**config.mk**
```make
export PLATFORM = sky130hd
export DESIGN_NAME = zsdram_line_prefetch
export DESIGN_NICKNAME = d
export VERILOG_FILES = /design/src/rtl/zsdram_line_prefetch.sv
export SDC_FILE = /design/constraint.sdc
export NUM_CORES = 1
export LEC_CHECK = 0
export BUFFER_PORTS_ARGS = -buffer_cell sky130_fd_sc_hd__buf_2
export CORE_MARGIN = 2
export CORE_UTILIZATION = 60
export DETAILED_ROUTE_END_ITERATION = 7
export PLACE_DENSITY = 0.8
export SLEW_MARGIN = 20
export SYNTH_ARGS = -nofsm -noshare
export SYNTH_HDL_FRONTEND = slang
export SYNTH_SLANG_ARGS = --single-unit
```
**constraint.sdc**
```tcl
create_clock -name clk -period 4.06 [get_ports clk]
set_clock_uncertainty 0.15 [all_clocks]
set_input_delay 0.609 -clock clk [delete_from_list [all_inputs] [get_ports clk]]
set_output_delay 0.609 -clock clk [all_outputs]
set_load 0.02 [all_outputs]
```
**src/rtl/zsdram_line_prefetch.sv**
```systemverilog
// Display-side SDRAM prefetcher: fetches the frame buffer in 4-word bursts
// and presents pixels through a show-ahead FIFO to the LCD timing generator.
module zsdram_line_prefetch #(
    parameter int          H_PIXELS   = 480,
    parameter int          V_LINES    = 272,
    parameter logic [23:0] FB_BASE    = 24'h000000,
    parameter int          FIFO_DEPTH = 16
) (
    input  logic                          clk,
    input  logic                          rst_n,
    input  logic                          en,
    input  logic                          iFrame_Start,
    input  logic                          iPix_Rd,
    output logic [15:0]                   oPix_Data,
    output logic                          oPix_Valid,
    output logic [$clog2(FIFO_DEPTH):0]   oFifo_Level,
    output logic                          oUnderflow,
    output logic                          oRd_Req,
    output logic [23:0]                   oRd_Addr,
    input  logic                          iRd_Done,
    input  logic [15:0]                   iRd_Data1,
    input  logic [15:0]                   iRd_Data2,
    input  logic [15:0]                   iRd_Data3,
    input  logic [15:0]                   iRd_Data4
);

    localparam int          PW          = $clog2(FIFO_DEPTH);
    localparam int          LW          = PW + 1;
    localparam logic [23:0] FRAME_WORDS = 24'(H_PIXELS * V_LINES);
    localparam logic [23:0] LAST_ADDR   = FB_BASE + FRAME_WORDS - 24'd4;
    localparam logic [LW-1:0] REQ_THRESH = LW'(FIFO_DEPTH - 4);

    typedef enum logic [2:0] {
        IDLE  = 3'd0,
        REQ   = 3'd1,
        PUSH0 = 3'd2,
        PUSH1 = 3'd3,
        PUSH2 = 3'd4,
        PUSH3 = 3'd5
    } state_t;

    state_t             state_q, state_d;
    logic               req_q, req_d;
    logic [23:0]        addr_q, addr_d;
    logic               discard_q, discard_d;
    logic [3:0][15:0]   hold_q, hold_d;
    logic [PW-1:0]      wr_ptr_q, wr_ptr_d;
    logic [PW-1:0]      rd_ptr_q, rd_ptr_d;
    logic [LW-1:0]      level_q, level_d;
    logic               underflow_q, underflow_d;
    logic [15:0]        mem_q [FIFO_DEPTH];

    logic               push_s;
    logic [15:0]        push_data_s;
    logic               pop_s;
    logic               valid_s;
    logic [23:0]        next_addr_s;

    assign valid_s     = (level_q != {LW{1'b0}});
    assign next_addr_s = (addr_q == LAST_ADDR) ? FB_BASE : (addr_q + 24'd4);

    // Burst FSM: request issue, done capture, word-by-word push, frame restart.
    always_comb begin
        state_d     = state_q;
        req_d       = req_q;
        addr_d      = addr_q;
        discard_d   = discard_q;
        hold_d      = hold_q;
        push_s      = 1'b0;
        push_data_s = 16'h0000;
        case (state_q)
            IDLE: begin
                if (level_q <= REQ_THRESH) begin
                    req_d   = 1'b1;
                    state_d = REQ;
                end else begin
                    state_d = IDLE;
                end
            end
            REQ: begin
                if (iRd_Done) begin
                    req_d = 1'b0;
                    if (discard_q || iFrame_Start) begin
                        discard_d = 1'b0;
                        state_d   = IDLE;
                    end else begin
                        hold_d  = {iRd_Data4, iRd_Data3, iRd_Data2, iRd_Data1};
                        addr_d  = next_addr_s;
                        state_d = PUSH0;
                    end
                end else if (iFrame_Start) begin
                    // The mux transaction is already in flight: keep asking, drop its data later.
                    discard_d = 1'b1;
                end else begin
                    discard_d = discard_q;
                end
            end
            PUSH0: begin
                push_s      = ~iFrame_Start;
                push_data_s = hold_q[0];
                state_d     = iFrame_Start ? IDLE : PUSH1;
            end
            PUSH1: begin
                push_s      = ~iFrame_Start;
                push_data_s = hold_q[1];
                state_d     = iFrame_Start ? IDLE : PUSH2;
            end
            PUSH2: begin
                push_s      = ~iFrame_Start;
                push_data_s = hold_q[2];
                state_d     = iFrame_Start ? IDLE : PUSH3;
            end
            PUSH3: begin
                push_s      = ~iFrame_Start;
                push_data_s = hold_q[3];
                state_d     = IDLE;
            end
            default: begin
                state_d = IDLE;
                req_d   = 1'b0;
            end
        endcase
        if (iFrame_Start) begin
            addr_d = FB_BASE;
        end else begin
            addr_d = addr_d;
        end
    end

    // FIFO pointers, occupancy and sticky underflow.
    always_comb begin
        pop_s       = iPix_Rd & valid_s & ~iFrame_Start;
        wr_ptr_d    = wr_ptr_q;
        rd_ptr_d    = rd_ptr_q;
        level_d     = level_q;
        underflow_d = underflow_q;
        if (iFrame_Start) begin
            wr_ptr_d    = {PW{1'b0}};
            rd_ptr_d    = {PW{1'b0}};
            level_d     = {LW{1'b0}};
            underflow_d = 1'b0;
        end else begin
            if (push_s) begin
                wr_ptr_d = wr_ptr_q + 1'b1;
            end else begin
                wr_ptr_d = wr_ptr_q;
            end
            if (pop_s) begin
                rd_ptr_d = rd_ptr_q + 1'b1;
            end else begin
                rd_ptr_d = rd_ptr_q;
            end
            level_d = level_q + LW'(push_s) - LW'(pop_s);
            if (iPix_Rd && !valid_s) begin
                underflow_d = 1'b1;
            end else begin
                underflow_d = underflow_q;
            end
        end
    end

    // Control and FIFO state registers, frozen while en is low.
    always_ff @(posedge clk or negedge rst_n) begin
        if (!rst_n) begin
            state_q     <= IDLE;
            req_q       <= 1'b0;
            addr_q      <= FB_BASE;
            discard_q   <= 1'b0;
            hold_q      <= '0;
            wr_ptr_q    <= {PW{1'b0}};
            rd_ptr_q    <= {PW{1'b0}};
            level_q     <= {LW{1'b0}};
            underflow_q <= 1'b0;
        end else if (en) begin
            state_q     <= state_d;
            req_q       <= req_d;
            addr_q      <= addr_d;
            discard_q   <= discard_d;
            hold_q      <= hold_d;
            wr_ptr_q    <= wr_ptr_d;
            rd_ptr_q    <= rd_ptr_d;
            level_q     <= level_d;
            underflow_q <= underflow_d;
        end
    end

    // Pixel storage; contents are only visible through the occupancy-qualified head.
    always_ff @(posedge clk) begin
        if (en && push_s) begin
            mem_q[wr_ptr_q] <= push_data_s;
        end
    end

    assign oPix_Data   = valid_s ? mem_q[rd_ptr_q] : 16'h0000;
    assign oPix_Valid  = valid_s;
    assign oFifo_Level = level_q;
    assign oUnderflow  = underflow_q;
    assign oRd_Req     = req_q;
    assign oRd_Addr    = addr_q;

endmodule

```
== Word-level counts from Yosys, hierarchy flattened ==
Memory sizes are Yosys's and may differ from the RTL's.
Index checks and enable logic that the tools add are counted.
W data, S select, Z words.
Storage, ports and cells
  bits in registers: 107
  bits in writable memories: 256
  output and inout port bits: 48
  memories: 1
Memories
  mem_q: depth 16, bits a word 16, rd ports 1, clocked after Yosys merged registers in 0, wr ports 1, RTL line 51  | logic [15:0] mem_q [FIFO_DEPTH];
Cells by class
  add/subtract/negate cells: 5
  magnitude comparators: 1
  equality and inequality tests: 10
  muxes and demuxes: 30
  bitwise logic cells: 5
  reduce and logical (&&, ||, !) cells: 20
Operators by type and width (number)
  $mux W24: 5
  $pmux W16 S4: 1
  $add A24 B3 Y24 const B: 1
  $eq A24 B17 Y1 const B: 1
  $mux W16: 1
  $mux W4: 4
  $reduce_and A4 Y1: 4
  $pmux W3 S5: 1
  $mux W1: 11
  $reduce_bool A2 Y1: 5
  $mux W3: 3
  $add A4 B1 Y4 const B: 2
  $reduce_and A2 Y1: 4
  $eq A3 B2 Y1 const B: 2
  $eq A3 B3 Y1 const B: 2
  $ne A2 B2 Y1 const B: 3
  $add A5 B1 Y5: 1
  $le A5 B4 Y1 const B: 1
  $mux W5: 1
  $reduce_bool A5 Y1: 1
  $sub A5 B1 Y5: 1
  $mux W2: 2
  $reduce_or A4 Y1: 1
  $eq A3 B1 Y1 const B: 1
  other kinds (8): 12

== Depth between registers and ports, before layout ==
Gate-level depths: netlist (run 1).
  depth in word-level cells: 6
  gate-level depth with buffers: 16

== Least setup slack after synthesis (run 1) ==
Ideal clock, no wire load.
  path type: register -> register
  start point: register level_q[2], in the netlist oFifo_Level[2]
  end point: register level_q[4], in the netlist oFifo_Level[4]
  setup time: 0.132 ns
  arrival time: 3.139 ns
  data required time: 3.778 ns
  setup slack: 0.639 ns
  cell stages (with the launch flop): 17
  buffers on the path: 1
  cells stage by stage: dfrtp_1 > inv_1 > ha_1 > or4b_2 > clkbuf_1 > nand2_1 > nor2_1 > ha_1 > inv_1 > ha_1 > inv_1 > fa_1 > nor2b_1 > nor2_1 > o21bai_1 > xnor2_1 > o22ai_1
Between the ends
  word-level cells in the longest chain between the ends: 5
  elaborated cells on any way between the ends: 6
  those cells by class: add/sub: 2; mux: 1; bitwise: 2; reduce/logical: 1
Ends and longest elaborated chain
  from (decl): RTL line 49  | logic [LW-1:0] level_q, level_d;
  from (signal assigned): RTL line 172  | level_q <= {LW{1'b0}};
  from (signal assigned): RTL line 182  | level_q <= level_d;
  $reduce_bool A5 Y1: RTL line 59  | assign valid_s = (level_q != {LW{1'b0}});
  net oPix_Valid: RTL line 15  | output logic oPix_Valid,
  $and A1 B1 Y1 (2 in a row): RTL line 132  | pop_s = iPix_Rd & valid_s & ~iFrame_Start;
  $sub A5 B1 Y5: RTL line 153  | level_d = level_q + LW'(push_s) - LW'(pop_s);
  $mux W5: RTL line 137  | if (iFrame_Start) begin
The timed path passes the listed nets, and every way through them passes these cells.
A chain may end at the register's enable or synchronous reset.

== Worst setup path in the final report (run 1) ==
  start point: register rd_ptr_q[0]
  end point: output port oPix_Data[4]
Between the ends
  word-level cells in the longest chain between the ends: 2
Ends and longest elaborated chain
  from (decl): RTL line 48  | logic [PW-1:0] rd_ptr_q, rd_ptr_d;
  from (signal assigned): RTL line 171  | rd_ptr_q <= {PW{1'b0}};
  from (signal assigned): RTL line 181  | rd_ptr_q <= rd_ptr_d;
  $mem_v2 Z16 W16
  $mux W16: RTL line 194  | assign oPix_Data = valid_s ? mem_q[rd_ptr_q] : 16'h0000;
  to (decl): RTL line 14  | output logic [15:0] oPix_Data,
Every way passes these cells.

==> flow_summary.html, run 1 <==
<table>
<tr><th>Metric</th><th>Value</th></tr>
<tr><th colspan="2">Status</th></tr>
<tr><td>Result of the run</td><td>finished, final reports clean</td></tr>
<tr><th colspan="2">Detailed routing</th></tr>
<tr><td>Mean number of vias per cell</td><td>6.31</td></tr>
<tr><td>Post-route DRC violation count</td><td>0</td></tr>
<tr><td>Final routed wire length divided by cell count</td><td>22.9 um</td></tr>
<tr><td>Starting DRT DRC Count</td><td>770</td></tr>
<tr><td>Number of nets with antenna violations after detailed routing</td><td>0</td></tr>
<tr><td>Drt total wl</td><td>33300 um</td></tr>
<tr><td>Vias after detailed routing</td><td>9175</td></tr>
<tr><td>Length of the first detailed-routing pass in iterations</td><td>7</td></tr>
<tr><th colspan="2">Worst setup path</th></tr>
<tr><td>Setup slack, reg-to-reg</td><td>0.72 ns</td></tr>
<tr><td>Reg-to-reg critical path startpoint</td><td>oFifo_Level[2]</td></tr>
<tr><td>Number of cells on the worst reg-to-reg path</td><td>15</td></tr>
<tr><td>Startpoint type of the worst setup path</td><td>flop</td></tr>
<tr><td>Type of the setup path with the least slack</td><td>flop to output port</td></tr>
<tr><td>Critical Path AT</td><td>3.00 ns</td></tr>
<tr><td>Worst-path fanout max</td><td>30</td></tr>
<tr><td>Capturing point of the worst reg2reg path</td><td>oFifo_Level[4]</td></tr>
<tr><td>Req. time, crit path</td><td>3.30 ns</td></tr>
<tr><td>Category of the worst setup path capture point</td><td>output port</td></tr>
<tr><th colspan="2">CTS</th></tr>
<tr><td>Quantity of hold-fixing buffers added after cts</td><td>0</td></tr>
<tr><td>TritonCTS Buffers</td><td>37</td></tr>
<tr><td>Number of sinks driven by the clock tree</td><td>361</td></tr>
<tr><td>Deepest level of the CTS H-tree</td><td>2</td></tr>
<tr><td>Post-CTS resize count</td><td>0</td></tr>
<tr><td>Clock transition at the registers of the reported paths</td><td>0.06 ns</td></tr>
<tr><td>Clock Latency Late Sink</td><td>0.51 ns</td></tr>
<tr><td>Maximum clock path buffer count</td><td>3</td></tr>
<tr><td>CTS tree</td><td>done</td></tr>
<tr><td>Post-CTS setup buffer count</td><td>0</td></tr>
<tr><td>Cell at the root of the clock tree</td><td>sky130_fd_sc_hd__clkbuf_16</td></tr>
<tr><th colspan="2">Placement</th></tr>
<tr><td>Estimated wirelength of the detail-placed design</td><td>20200 um</td></tr>
<tr><td>Weighted congestion at the end of routability-driven global placement</td><td>0.833</td></tr>
<tr><td>Count of input and output buffers</td><td>115</td></tr>
<tr><td>Placed Instance Area</td><td>0.0163 mm^2</td></tr>
<tr><td>Post-Place Cells</td><td>1388</td></tr>
<tr><th colspan="2">Global route</th></tr>
<tr><td>Number of global-route vias before repair</td><td>9294</td></tr>
<tr><td>Number of antenna violations at the first check in global routing</td><td>3</td></tr>
<tr><td>Total global routing track utilization</td><td>25.8%</td></tr>
<tr><td>Maximum number of pins on one net before global-route repair</td><td>71</td></tr>
<tr><td>Congestion Overflow GR</td><td>0</td></tr>
<tr><td>Wire length of the first global-routing pass</td><td>52200 um</td></tr>
<tr><th colspan="2">Logic synthesis</th></tr>
<tr><td>Yosys warning count</td><td>0</td></tr>
<tr><td>Yosys top cell by area</td><td>sky130_fd_sc_hd__edfxtp_1</td></tr>
<tr><td>Synth top area share</td><td>50.5%</td></tr>
<tr><td>Number of distinct library cell variants in the gate-level netlist after synthesis</td><td>53</td></tr>
<tr><td>Sequential-to-total area share from yosys stat</td><td>67.8%</td></tr>
<tr><td>Mapped Cells</td><td>962</td></tr>
<tr><td>Average cell area after synthesis</td><td>15.8 um^2</td></tr>
<tr><td>EDFF count, synth</td><td>256</td></tr>
<tr><td>Cell types with the largest area share after synthesis</td><td>sky130_fd_sc_hd__edfxtp_1 51%, sky130_fd_sc_hd__dfrtp_1 17%, sky130_fd_sc_hd__mux2i_1 6.4%</td></tr>
<tr><td>Most common flop cell mapped by yosys</td><td>sky130_fd_sc_hd__edfxtp_1</td></tr>
<tr><td>Synth async-reset ratio</td><td>29.1%</td></tr>
<tr><td>Number of synthesized register bits</td><td>361</td></tr>
<tr><td>Cell area after synthesis</td><td>0.0152 mm^2</td></tr>
<tr><th colspan="2">Power and ir drop</th></tr>
<tr><td>Standby leakage power</td><td>6.69 nW</td></tr>
<tr><td>Maximum vdd drop</td><td>498 uV</td></tr>
<tr><td>Power per Cell Area</td><td>626 mW/mm^2</td></tr>
<tr><th colspan="2">Floorplanning</th></tr>
<tr><td>Core area</td><td>0.0250 mm^2</td></tr>
<tr><td>Top Ports</td><td>118</td></tr>
<tr><td>Chip width</td><td>163 um</td></tr>
<tr><td>Row count</td><td>58</td></tr>
<tr><td>Starting density of the core</td><td>60.8%</td></tr>
<tr><td>Vertical die dimension</td><td>163 um</td></tr>
<tr><td>Die footprint</td><td>0.0266 mm^2</td></tr>
<tr><th colspan="2">Timing</th></tr>
<tr><td>Pins Over Slew Limit</td><td>0</td></tr>
<tr><td>F_max</td><td>266 MHz</td></tr>
<tr><td>Final worst path period share</td><td>92.7%</td></tr>
<tr><td>Setup violations, final</td><td>0</td></tr>
<tr><td>Transition time of the tightest slew-check pin</td><td>0.934 ns</td></tr>
<tr><td>Unrepaired setup endpoints after global routing</td><td>no</td></tr>
<tr><td>Final critical-path required period</td><td>3.76 ns</td></tr>
<tr><td>Post-route worst hold slack</td><td>0.0557 ns</td></tr>
<tr><td>Worst-case headroom to the max-slew limit</td><td>37.7%</td></tr>
<tr><td>Final total negative setup slack</td><td>0 ns</td></tr>
<tr><td>Final Hold Viols</td><td>0</td></tr>
<tr><th colspan="2">Finish</th></tr>
<tr><td>Sequential cell area</td><td>0.0103 mm^2</td></tr>
<tr><td>Post-route cell area</td><td>0.0175 mm^2</td></tr>
<tr><td>Share of post-route cells with drive strength above 1</td><td>28.6%</td></tr>
<tr><td>Area used by multi-input combinational logic</td><td>0.00458 mm^2</td></tr>
<tr><td>Most frequent standard cell in the layout excluding fill and tap cells</td><td>sky130_fd_sc_hd__edfxtp_1</td></tr>
<tr><td>Net total in the final layout</td><td>1183</td></tr>
<tr><td>Final instance count without filler cells</td><td>1454</td></tr>
<tr><td>Area growth from synthesis to final layout</td><td>15.2%</td></tr>
<tr><td>Number of filler instances in the final layout</td><td>1628</td></tr>
<tr><td>Commonest cells after routing, fill and taps aside</td><td>256 x sky130_fd_sc_hd__edfxtp_1, 114 x sky130_fd_sc_hd__buf_2, 103 x sky130_fd_sc_hd__dfrtp_1</td></tr>
<tr><td>Inserted Diodes</td><td>0</td></tr>
<tr><th colspan="2">Hold path</th></tr>
<tr><td>Class of the most critical hold timing path</td><td>primary input to async pin</td></tr>
<tr><th colspan="2">Flow run</th></tr>
<tr><td>Max-cap violations</td><td>0</td></tr>
</table>
-- routing by layer --
layer | wire [um] | GRT usage, %
met2 | 16000 | 40.8
met4 | 777 | 7.76
met5 | 9 | 0
met1 | 13500 | 36.4
met3 | 3000 | 5.69
-- sequential cells by signal (all words and copies together), names as in the netlist --
signal	cells
oRd_Req	1
mem_q	256
oFifo_Level	5
state_q	3
wr_ptr_q	4
discard_q	1
rd_ptr_q	4
hold_q	64
oUnderflow	1
oRd_Addr	22
-- cells by family after synthesis --
logic type / synth area share, %
other cells: 0.0246
flops: 67.8
mux: 15.9
simple gates: 4.53
compound gates: 7.84
xor+xnor: 0.173
buf+inv: 2.35
fa+ha+maj: 1.37
-- worst max-delay path, cell delays in order, from the launching register on --
cell,delay (ns)
sky130_fd_sc_hd__dfrtp_4,0.82
sky130_fd_sc_hd__buf_12,0.33
sky130_fd_sc_hd__mux2i_1,0.13
sky130_fd_sc_hd__o221ai_1,0.31
sky130_fd_sc_hd__o21ai_0,0.18
sky130_fd_sc_hd__a211oi_1,0.43
sky130_fd_sc_hd__buf_2,0.25
-- synthesized netlist by cell type, drive strengths merged (2+ instances only) --
cell type and count:
mux2i 98, dfrtp 105, xnor2 2, or4b 3
a21oi 19, nand4 4, nor2b 2, mux4 32
o221ai 16, o2bb2ai 5, edfxtp 256, nand4bb 2
o21ai 29, and2 4, ha 15, nor3b 3
nand3b 2, a211oi 16, mux2 64, o31ai 2
o22ai 36, a41oi 4, clkbuf 35, nand2b 11
or3 2, a22o 2, and3 13, o32ai 17
a31oi 20, inv 18, nor3 8, buf 30
nor4 8, nor2 24, nand2 28, nand3 14
a221o 4
-- cell type report --
cell class | instances | share of cell area, %
clock buffer | 50 | 6.06
clock inverter | 16 | 0.756
inverter | 19 | 0.407
multi-input combinational | 518 | 26.1
sequential | 361 | 58.9
tap | 330 | 2.36
timing repair buffer | 160 | 5.44
-- through the flow --
| stage | setup WS (ns) | utilization (%) | power [W] |
|---|---|---|---|
| 6_report | 0.297 | 70.0 | 0.0110 |
| 5_1_grt | 0.259 | 70.0 | 0.0114 |
| 4_1_cts | 0.350 | 70.0 | 0.0110 |
| 3_5_place_dp | 0.731 | 65.2 | 0.00768 |
| 3_3_place_gp | 0.784 | 65.2 | 0.00760 |
| 2_1_floorplan | 0.639 | - | 0.00684 |
-- power breakdown --
| part | leakage [nW] | internal (W) | switching (W) |
|---|---|---|---|
| Clock | 0.586 | 0.00197 | 0.00135 |
| Combinational | 2.28 | 0.00130 | 0.00158 |
| Sequential | 3.83 | 0.00443 | 0.000350 |
| Total | 6.69 | 0.00770 | 0.00327 |
-- how the worst max path moves through the flow --
stage	startpoint	end	slack [ns]	cells past startpoint
2_1_floorplan	oFifo_Level[2]	oFifo_Level[4]	0.64	16
3_3_place_gp	oFifo_Level[2]	oFifo_Level[4]	0.78	15
3_5_place_dp	oFifo_Level[2]	oFifo_Level[4]	0.73	15
4_1_cts	rd_ptr_q[0]	oPix_Data[4]	0.35	6
5_1_grt	rd_ptr_q[0]	oPix_Data[4]	0.26	6
6_report	rd_ptr_q[0]	oPix_Data[4]	0.30	6
Power figures use the tool's default switching activity.
==> run 2: changes to the inputs <==
Settings changed: CORE_UTILIZATION 60 to 45, CTS_CLUSTER_SIZE set to 28, PLACE_DENSITY 0.8 to unset.
==> run 2 against run 1 <==
Worst setup slack improved by 0.072 ns. Highest routed layer unchanged. Utilization decreased by 16 points. The flow now finishes with violations (negative hold slack). Register-to-register slack lost 0.04 ns. Sequential share of layout area shrank 1.3 points. Clock power rose by 11%. First-iteration DRC count is 0.13% lower. Maximum frequency rose by 1.9%. Critical endpoint unchanged. Wire length up 3.5%.
==> flow_summary.html, run 2 (synthesis gave the netlist of run 1 again) <==
<table>
<tr><th>Metric</th><th>Value</th></tr>
<tr><th colspan="2">Floorplanning</th></tr>
<tr><td>Chip width</td><td>188 um (+15%)</td></tr>
<tr><td>Die footprint</td><td>0.0353 mm^2 (+32%)</td></tr>
<tr><td>Top Ports</td><td>118 (unchanged)</td></tr>
<tr><td>Vertical die dimension</td><td>188 um (+15%)</td></tr>
<tr><td>Row count</td><td>67 (+16%)</td></tr>
<tr><td>Starting density of the core</td><td>45.5% (-15 points)</td></tr>
<tr><td>Core area</td><td>0.0334 mm^2 (+34%)</td></tr>
<tr><th colspan="2">CTS</th></tr>
<tr><td>Post-CTS resize count</td><td>0 (unchanged)</td></tr>
<tr><td>TritonCTS Buffers</td><td>39 (+5.4%)</td></tr>
<tr><td>Post-CTS setup buffer count</td><td>0 (unchanged)</td></tr>
<tr><td>Deepest level of the CTS H-tree</td><td>2 (unchanged)</td></tr>
<tr><td>CTS tree</td><td>done</td></tr>
<tr><td>Quantity of hold-fixing buffers added after cts</td><td>0 (unchanged)</td></tr>
<tr><td>Maximum clock path buffer count</td><td>3 (unchanged)</td></tr>
<tr><td>Cell at the root of the clock tree</td><td>sky130_fd_sc_hd__clkbuf_16</td></tr>
<tr><td>Clock transition at the registers of the reported paths</td><td>0.06 ns (about the same)</td></tr>
<tr><td>Number of sinks driven by the clock tree</td><td>361 (unchanged)</td></tr>
<tr><td>Clock Latency Late Sink</td><td>0.53 ns (+0.02 ns)</td></tr>
<tr><th colspan="2">Worst setup path</th></tr>
<tr><td>CP bufs+invs</td><td>3 (+1)</td></tr>
<tr><td>Kind of cell with the highest combined delay on the critical path</td><td>buffers and inverters</td></tr>
<tr><td>Type of the setup path with the least slack</td><td>flop to output port</td></tr>
<tr><td>Total number of cells along the worst setup path</td><td>6 (unchanged)</td></tr>
<tr><td>Longest individual stage delay on the worst path</td><td>0.62 ns (-0.20 ns)</td></tr>
<tr><td>Category of the worst setup path capture point</td><td>output port</td></tr>
<tr><td>Critical Path AT</td><td>2.93 ns (-0.07 ns)</td></tr>
<tr><td>CP cell instances</td><td>inv_1 -&gt; ha_1 -&gt; or4b_2 -&gt; clkinv_1 -&gt; a211oi_1 -&gt; buf_2</td></tr>
<tr><td>Cell with the largest stage delay on the worst path</td><td>sky130_fd_sc_hd__a211oi_1</td></tr>
<tr><td>Number of cells on the worst reg-to-reg path</td><td>15 (unchanged)</td></tr>
<tr><td>Req. time, crit path</td><td>3.30 ns (about the same)</td></tr>
<tr><td>Startpoint type of the worst setup path</td><td>flop</td></tr>
<tr><td>Worst-path fanout max</td><td>17 (-43%)</td></tr>
<tr><th colspan="2">Timing</th></tr>
<tr><td>Final critical-path required period</td><td>3.69 ns (-0.0718 ns)</td></tr>
<tr><td>Transition time of the tightest slew-check pin</td><td>1.01 ns (+0.0758 ns)</td></tr>
<tr><td>Final total negative setup slack</td><td>0 ns (unchanged)</td></tr>
<tr><td>Post-route worst hold slack</td><td>-0.0220 ns (-0.0777 ns)</td></tr>
<tr><td>Unrepaired setup endpoints after global routing</td><td>no</td></tr>
<tr><td>F_max</td><td>271 MHz (+1.9%)</td></tr>
<tr><td>Setup violations, final</td><td>0 (unchanged)</td></tr>
<tr><td>Final Hold Viols</td><td>7 (+7)</td></tr>
<tr><td>Pins Over Slew Limit</td><td>0 (unchanged)</td></tr>
<tr><td>Worst-case headroom to the max-slew limit</td><td>32.7% (-5.1 points)</td></tr>
<tr><td>Final worst path period share</td><td>90.9% (-1.8 points)</td></tr>
<tr><th colspan="2">Finish</th></tr>
<tr><td>Post-route cell area</td><td>0.0179 mm^2 (+2.2%)</td></tr>
<tr><td>Net total in the final layout</td><td>1193 (+0.85%)</td></tr>
<tr><td>Commonest cells after routing, fill and taps aside</td><td>256 x sky130_fd_sc_hd__edfxtp_1, 114 x sky130_fd_sc_hd__buf_2, 103 x sky130_fd_sc_hd__dfrtp_1</td></tr>
<tr><td>Most frequent standard cell in the layout excluding fill and tap cells</td><td>sky130_fd_sc_hd__edfxtp_1</td></tr>
<tr><td>Largest reg by FF count</td><td>mem_q</td></tr>
<tr><td>Final instance count without filler cells</td><td>1591 (+9.4%)</td></tr>
<tr><td>Area growth from synthesis to final layout</td><td>17.8%</td></tr>
<tr><td>Share of post-route cells with drive strength above 1</td><td>29.9% (+1.2 points)</td></tr>
<tr><td>Max FFs per register</td><td>256 (unchanged)</td></tr>
<tr><th colspan="2">Global route</th></tr>
<tr><td>Wire length of the first global-routing pass</td><td>53400 um (+2.2%)</td></tr>
<tr><td>Number of global-route vias before repair</td><td>9104 (-2.0%)</td></tr>
<tr><td>Total global routing track utilization</td><td>19.6% (-6.2 points)</td></tr>
<tr><td>Number of antenna violations at the first check in global routing</td><td>9 (+6)</td></tr>
<tr><td>Congestion Overflow GR</td><td>0 (unchanged)</td></tr>
<tr><td>Maximum number of pins on one net before global-route repair</td><td>106 (+49%)</td></tr>
<tr><th colspan="2">Placement</th></tr>
<tr><td>Count of input and output buffers</td><td>115 (unchanged)</td></tr>
<tr><td>Estimated wirelength of the detail-placed design</td><td>22000 um (+8.7%)</td></tr>
<tr><td>Weighted congestion at the end of routability-driven global placement</td><td>0.812 (-2.5%)</td></tr>
<tr><td>Post-Place Cells</td><td>1514 (+9.1%)</td></tr>
<tr><td>Placed Instance Area</td><td>0.0166 mm^2 (+1.4%)</td></tr>
<tr><th colspan="2">Detailed routing</th></tr>
<tr><td>Starting DRT DRC Count</td><td>769 (-0.13%)</td></tr>
<tr><td>Length of the first detailed-routing pass in iterations</td><td>4 (-3)</td></tr>
<tr><td>Post-route DRC violation count</td><td>0 (unchanged)</td></tr>
<tr><td>Mean number of vias per cell</td><td>5.68 (-10%)</td></tr>
<tr><td>Number of nets with antenna violations after detailed routing</td><td>0 (unchanged)</td></tr>
<tr><td>Final routed wire length divided by cell count</td><td>21.7 um (-5.4%)</td></tr>
<tr><td>Vias after detailed routing</td><td>9038 (-1.5%)</td></tr>
<tr><td>Drt total wl</td><td>34500 um (+3.5%)</td></tr>
<tr><th colspan="2">Hold path</th></tr>
<tr><td>Class of the most critical hold timing path</td><td>primary input to async pin</td></tr>
<tr><th colspan="2">Status</th></tr>
<tr><td>Result of the run</td><td>finished, violations left</td></tr>
<tr><td>Violations in the final reports</td><td>negative hold slack</td></tr>
<tr><th colspan="2">Power and ir drop</th></tr>
<tr><td>Standby leakage power</td><td>6.82 nW (+1.8%)</td></tr>
<tr><td>Post-layout power</td><td>0.0113 W (+3.1%)</td></tr>
<tr><td>Maximum vdd drop</td><td>413 uV (-17%)</td></tr>
<tr><td>Power per Cell Area</td><td>631 mW/mm^2 (+0.88%)</td></tr>
<tr><th colspan="2">Flow run</th></tr>
<tr><td>Max-cap violations</td><td>0 (unchanged)</td></tr>
</table>
run 2: cell types whose count changed in the layout (fill, tap and decap cells not counted), moves of 2 or more:
cell,before,now
sky130_fd_sc_hd__clkbuf_1,7,9
sky130_fd_sc_hd__diode_2,0,5
sky130_fd_sc_hd__nor2_2,0,4
sky130_fd_sc_hd__buf_4,43,50
sky130_fd_sc_hd__bufinv_16,2,6
sky130_fd_sc_hd__nor2_1,24,20
sky130_fd_sc_hd__clkinv_2,5,7
sky130_fd_sc_hd__clkinv_1,7,4
sky130_fd_sc_hd__inv_6,1,3
run 2: layout make-up:
cell class / count / area [um^2]
fillers: 2772 / 15500
repair buffers: 168 / 1030
clock inverters: 20 / 269
clock buffers: 52 / 1080
flip-flops and latches: 361 / 10300
inverters: 19 / 71.3
well taps: 448 / 561
multi-input cells: 518 / 4580
diodes: 5 / 12.5
run 2: worst reg2reg max path, cell delays in order (launching register included):
cell	delay, ns
sky130_fd_sc_hd__dfrtp_1	0.41
sky130_fd_sc_hd__inv_1	0.11
sky130_fd_sc_hd__ha_1	0.14
sky130_fd_sc_hd__or4b_2	0.65
sky130_fd_sc_hd__nand2_1	0.17
sky130_fd_sc_hd__nor2_1	0.06
sky130_fd_sc_hd__ha_1	0.30
sky130_fd_sc_hd__inv_1	0.06
sky130_fd_sc_hd__ha_1	0.15
sky130_fd_sc_hd__inv_1	0.06
sky130_fd_sc_hd__fa_1	0.38
sky130_fd_sc_hd__nor2b_1	0.16
sky130_fd_sc_hd__nor2_1	0.06
sky130_fd_sc_hd__o21bai_1	0.17
sky130_fd_sc_hd__xnor2_1	0.14
sky130_fd_sc_hd__o22ai_1	0.08
run 2: through the flow:
stage / utilization, % / hold WS, ns / worst slack [ns]
detailed placement: 49.5 / 0.343 / 0.693
finish: 53.6 / -0.0220 / 0.369
CTS: 53.5 / 0.0167 / 0.339
floorplan: - / 0.163 / 0.639
global route: 53.6 / 0.0368 / 0.298
global placement: 49.5 / 0.336 / 0.753
run 2: final timing paths:
check,start,to,slack (ns)
max,oFifo_Level[2],oPix_Data[4],0.37
min,rst_n,oRd_Addr[13],-0.02
max reg2reg,oFifo_Level[2],oFifo_Level[4],0.68
min reg2reg,hold_q[42],hold_q[42],0.35
max in group asynchronous,rst_n,rd_ptr_q[0],3.33
min in group clk,iRd_Data4[13],hold_q[61],0.15
run 2: routing by layer:
layer  share of wire, %  wire [um]  GRT usage [%]  vias up
li1                   -          -              -     4120
met1                 45      15500           27.5     4588
met2                 46      16000           31.1      263
met3                6.6       2260           4.64       61
met4                2.0        675           4.75        6
met5              0.099         34              0        -
run 2: report_power, final:
group          internal [W]  switching, W
combinational       0.00130       0.00154
clock               0.00226       0.00143
sequential          0.00443      0.000351
==> run 3: changes to the inputs <==
Settings changed: CORE_ASPECT_RATIO set to 1.2.
Clock period 4.06 ns to 3.4 ns, I/O delays scaled along.
==> run 3 against run 2 <==
Worst setup slack worse by 0.24 ns. Combinational power rose by 28%. Flip-flop and latch count unchanged. Non-clock buffer count up 2. Global-route usage shrank 0.17 points. Via count is 2.1% lower. Sequential power up 18%. Critical path depth up 1. Largest power group unchanged. First-iteration DRC count is 27% lower. Total power increased by 15%. The flow now finishes without violations. Clock-buffer cell count grew 5.
==> flow_summary.html, run 3 (synthesis gave the netlist of run 1 again) <==
<table>
<tr><th>Metric</th><th>Value</th></tr>
<tr><th colspan="2">Floorplanning</th></tr>
<tr><td>Top Ports</td><td>118 (unchanged)</td></tr>
<tr><td>Row count</td><td>73 (+9.0%)</td></tr>
<tr><td>Starting density of the core</td><td>45.8% (+0.28 points)</td></tr>
<tr><td>Die footprint</td><td>0.0353 mm^2 (about the same)</td></tr>
<tr><td>Core area</td><td>0.0332 mm^2 (-0.60%)</td></tr>
<tr><td>Vertical die dimension</td><td>205 um (+9.3%)</td></tr>
<tr><td>Chip width</td><td>172 um (-8.5%)</td></tr>
<tr><th colspan="2">Power and ir drop</th></tr>
<tr><td>Share of total power in sequential cells</td><td>43.4% (+1.1 points)</td></tr>
<tr><td>Power per Cell Area</td><td>731 mW/mm^2 (+16%)</td></tr>
<tr><td>Internal Dissipation</td><td>0.00909 W (+14%)</td></tr>
<tr><td>Total net switching power</td><td>0.00391 W (+18%)</td></tr>
<tr><td>Post-layout power</td><td>0.0130 W (+15%)</td></tr>
<tr><td>Share of power burned in combinational logic</td><td>27.9% (+2.8 points)</td></tr>
<tr><td>Clock group share of total power</td><td>28.6% (-4.0 points)</td></tr>
<tr><td>Maximum vdd drop</td><td>457 uV (+11%)</td></tr>
<tr><td>Standby leakage power</td><td>6.72 nW (-1.5%)</td></tr>
<tr><td>Switching Share</td><td>30.1% (+0.71 points)</td></tr>
<tr><th colspan="2">Global route</th></tr>
<tr><td>Wire length of the first global-routing pass</td><td>51900 um (-2.7%)</td></tr>
<tr><td>Total global routing track utilization</td><td>19.4% (-0.17 points)</td></tr>
<tr><td>Congestion Overflow GR</td><td>0 (unchanged)</td></tr>
<tr><td>Number of global-route vias before repair</td><td>8899 (-2.3%)</td></tr>
<tr><td>Maximum number of pins on one net before global-route repair</td><td>67 (-37%)</td></tr>
<tr><td>Number of antenna violations at the first check in global routing</td><td>3 (-6)</td></tr>
<tr><th colspan="2">CTS</th></tr>
<tr><td>CTS tree</td><td>done</td></tr>
<tr><td>Deepest level of the CTS H-tree</td><td>2 (unchanged)</td></tr>
<tr><td>Number of sinks driven by the clock tree</td><td>361 (unchanged)</td></tr>
<tr><td>Clock transition at the registers of the reported paths</td><td>0.06 ns (about the same)</td></tr>
<tr><td>Clock Latency Late Sink</td><td>0.53 ns (about the same)</td></tr>
<tr><td>TritonCTS Buffers</td><td>37 (-5.1%)</td></tr>
<tr><td>Cell at the root of the clock tree</td><td>sky130_fd_sc_hd__clkbuf_16</td></tr>
<tr><td>Maximum clock path buffer count</td><td>3 (unchanged)</td></tr>
<tr><th colspan="2">Placement</th></tr>
<tr><td>Placed Instance Area</td><td>0.0165 mm^2 (-0.11%)</td></tr>
<tr><td>Post-Place Cells</td><td>1513 (-0.066%)</td></tr>
<tr><td>Estimated wirelength of the detail-placed design</td><td>20800 um (-5.3%)</td></tr>
<tr><td>Weighted congestion at the end of routability-driven global placement</td><td>0.789 (-2.9%)</td></tr>
<tr><td>Post-placement worst setup slack</td><td>0.0695 ns (-0.624 ns)</td></tr>
<tr><td>Count of input and output buffers</td><td>115 (unchanged)</td></tr>
<tr><th colspan="2">Timing</th></tr>
<tr><td>Transition time of the tightest slew-check pin</td><td>0.804 ns (-0.205 ns)</td></tr>
<tr><td>Worst-case headroom to the max-slew limit</td><td>46.4% (+14 points)</td></tr>
<tr><td>F_max</td><td>305 MHz</td></tr>
<tr><td>Pins Over Slew Limit</td><td>0 (unchanged)</td></tr>
<tr><td>Final total negative setup slack</td><td>0 ns (unchanged)</td></tr>
<tr><td>Setup violations, final</td><td>0 (unchanged)</td></tr>
<tr><td>Final Hold Viols</td><td>0 (-7)</td></tr>
<tr><td>Final setup margin</td><td>0.125 ns (-0.243 ns)</td></tr>
<tr><td>Final worst path period share</td><td>96.3%</td></tr>
<tr><td>Unrepaired setup endpoints after global routing</td><td>no</td></tr>
<tr><td>Final critical-path required period</td><td>3.27 ns</td></tr>
<tr><th colspan="2">Worst setup path</th></tr>
<tr><td>Setup slack, reg-to-reg</td><td>0.27 ns (-0.41 ns)</td></tr>
<tr><td>Startpoint type of the worst setup path</td><td>flop</td></tr>
<tr><td>Reg-to-reg critical path startpoint</td><td>oFifo_Level[3]</td></tr>
<tr><td>Number of cells on the worst reg-to-reg path</td><td>15 (unchanged)</td></tr>
<tr><td>Cell with the largest stage delay on the worst path</td><td>sky130_fd_sc_hd__dfrtp_1</td></tr>
<tr><td>Req. time, crit path</td><td>2.74 ns (-0.56 ns)</td></tr>
<tr><td>Type of the setup path with the least slack</td><td>flop to output port</td></tr>
<tr><td>Critical Path AT</td><td>2.61 ns (-0.32 ns)</td></tr>
<tr><td>Most frequent CP cell</td><td>sky130_fd_sc_hd__buf_4</td></tr>
<tr><td>Endpoint of the most critical setup path</td><td>oPix_Data[10]</td></tr>
<tr><td>Longest individual stage delay on the worst path</td><td>0.43 ns (-0.19 ns)</td></tr>
<tr><td>Source of the critical timing path</td><td>rd_ptr_q[1]</td></tr>
<tr><td>Worst-path fanout max</td><td>16 (-1)</td></tr>
<tr><td>Capturing point of the worst reg2reg path</td><td>oFifo_Level[4]</td></tr>
<tr><td>Category of the worst setup path capture point</td><td>output port</td></tr>
<tr><td>CP cell instances</td><td>buf_4 -&gt; nand2b_1 -&gt; buf_4 -&gt; o221ai_1 -&gt; o21ai_0 -&gt; a211oi_2 -&gt; buf_2</td></tr>
<tr><th colspan="2">Finish</th></tr>
<tr><td>Inserted Diodes</td><td>0 (-5)</td></tr>
<tr><td>Net total in the final layout</td><td>1193 (unchanged)</td></tr>
<tr><td>Largest reg by FF count</td><td>mem_q</td></tr>
<tr><td>Max FFs per register</td><td>256 (unchanged)</td></tr>
<tr><td>Most frequent standard cell in the layout excluding fill and tap cells</td><td>sky130_fd_sc_hd__edfxtp_1</td></tr>
<tr><td>Commonest cells after routing, fill and taps aside</td><td>256 x sky130_fd_sc_hd__edfxtp_1, 114 x sky130_fd_sc_hd__buf_2, 103 x sky130_fd_sc_hd__dfrtp_1</td></tr>
<tr><td>Area growth from synthesis to final layout</td><td>16.8%</td></tr>
<tr><td>Final instance count without filler cells</td><td>1581 (-0.63%)</td></tr>
<tr><td>Post-route cell area</td><td>0.0178 mm^2 (-0.77%)</td></tr>
<tr><td>Share of post-route cells with drive strength above 1</td><td>29.9% (about the same)</td></tr>
<tr><th colspan="2">Detailed routing</th></tr>
<tr><td>Mean number of vias per cell</td><td>5.59 (-1.5%)</td></tr>
<tr><td>Post-route DRC violation count</td><td>0 (unchanged)</td></tr>
<tr><td>Number of nets with antenna violations after detailed routing</td><td>0 (unchanged)</td></tr>
<tr><td>Starting DRT DRC Count</td><td>558 (-27%)</td></tr>
<tr><td>Length of the first detailed-routing pass in iterations</td><td>5 (+1)</td></tr>
<tr><td>Vias after detailed routing</td><td>8844 (-2.1%)</td></tr>
<tr><td>Final routed wire length divided by cell count</td><td>20.8 um (-3.9%)</td></tr>
<tr><td>Drt total wl</td><td>32900 um (-4.5%)</td></tr>
<tr><th colspan="2">Flow run</th></tr>
<tr><td>Max-cap violations</td><td>0 (unchanged)</td></tr>
<tr><th colspan="2">Hold path</th></tr>
<tr><td>Worst hold start</td><td>iRd_Data1[6]</td></tr>
<tr><td>Class of the most critical hold timing path</td><td>primary input to flop</td></tr>
<tr><th colspan="2">Status</th></tr>
<tr><td>Result of the run</td><td>finished, final reports clean</td></tr>
</table>
run 3: cell types whose count changed in the layout (fill, tap and decap cells not counted), moves of 3 or more:
| cell | previous run | this run |
|---|---|---|
| sky130_fd_sc_hd__inv_6 | 3 | 0 |
| sky130_fd_sc_hd__clkinv_2 | 7 | 2 |
| sky130_fd_sc_hd__nor2_1 | 20 | 24 |
| sky130_fd_sc_hd__nor2_2 | 4 | 0 |
| sky130_fd_sc_hd__bufinv_16 | 6 | 0 |
| sky130_fd_sc_hd__o22ai_1 | 36 | 23 |
| sky130_fd_sc_hd__diode_2 | 5 | 0 |
| sky130_fd_sc_hd__clkbuf_1 | 9 | 17 |
| sky130_fd_sc_hd__o22ai_2 | 0 | 13 |
run 3: per-stage QoR:
step,hold slack [ns],utilization [%]
2_1_floorplan,0.0644,-
3_3_place_gp,0.339,49.7
3_5_place_dp,0.343,49.8
4_1_cts,0.0308,53.1
5_1_grt,0.0348,53.5
6_report,0.0538,53.5
run 3: worst max-delay path, delay by kind of cell, from the launching register on:
family / cells / cell delay [ns]
AO/OA/AOI/OAI: 3 / 0.77
flip-flops: 1 / 0.43
AND/OR/NAND/NOR: 1 / 0.17
buffers and inverters: 3 / 0.71
run 3: cell type report:
class / count / area [um^2]
Multi-Input combinational cell: 518 / 4670
Clock buffer: 57 / 1040
Sequential cell: 361 / 10300
Fill cell: 2769 / 15500
Tap cell: 450 / 563
Inverter: 19 / 72.6
Clock inverter: 6 / 52.6
Timing Repair Buffer: 170 / 1060
run 3: power by group through the flow:
stage                     logic, W  registers [W]  clock network, W
after detailed placement   0.00351        0.00578                 0
after global placement     0.00346        0.00575                 0
after floorplan            0.00254        0.00562                 0
final                      0.00363        0.00565           0.00373
after CTS                  0.00355        0.00569           0.00381
after global routing       0.00396        0.00572           0.00398
run 3: worst min-delay path by stage:
stage / endpoint / slack, ns / depth (start not counted)
4_1_cts: hold_q[3] / 0.03 / 2
3_3_place_gp: hold_q[12] / 0.34 / 1
5_1_grt: hold_q[55] / 0.03 / 2
3_5_place_dp: hold_q[55] / 0.34 / 1
2_1_floorplan: discard_q / 0.06 / 0
6_report: hold_q[6] / 0.05 / 2
run 3: timing repair:
action / in CTS / in global routing
setup buffers: 0 / 3
hold endpoints to repair: 57 / 0
setup endpoints to repair: 2 / 11
pin swaps: 0 / 1
hold buffers: 1 / 0
resized for setup: 4 / 4
run 3: per-layer routing:
metal | vias up | part of all wire (%) | track usage (%)
met5 | - | 0.12 | 0
met4 | 6 | 1.7 | 4.77
met3 | 41 | 5.8 | 4.60
met2 | 203 | 49 | 32.5
met1 | 4491 | 43 | 25.7
li1 | 4103 | - | -
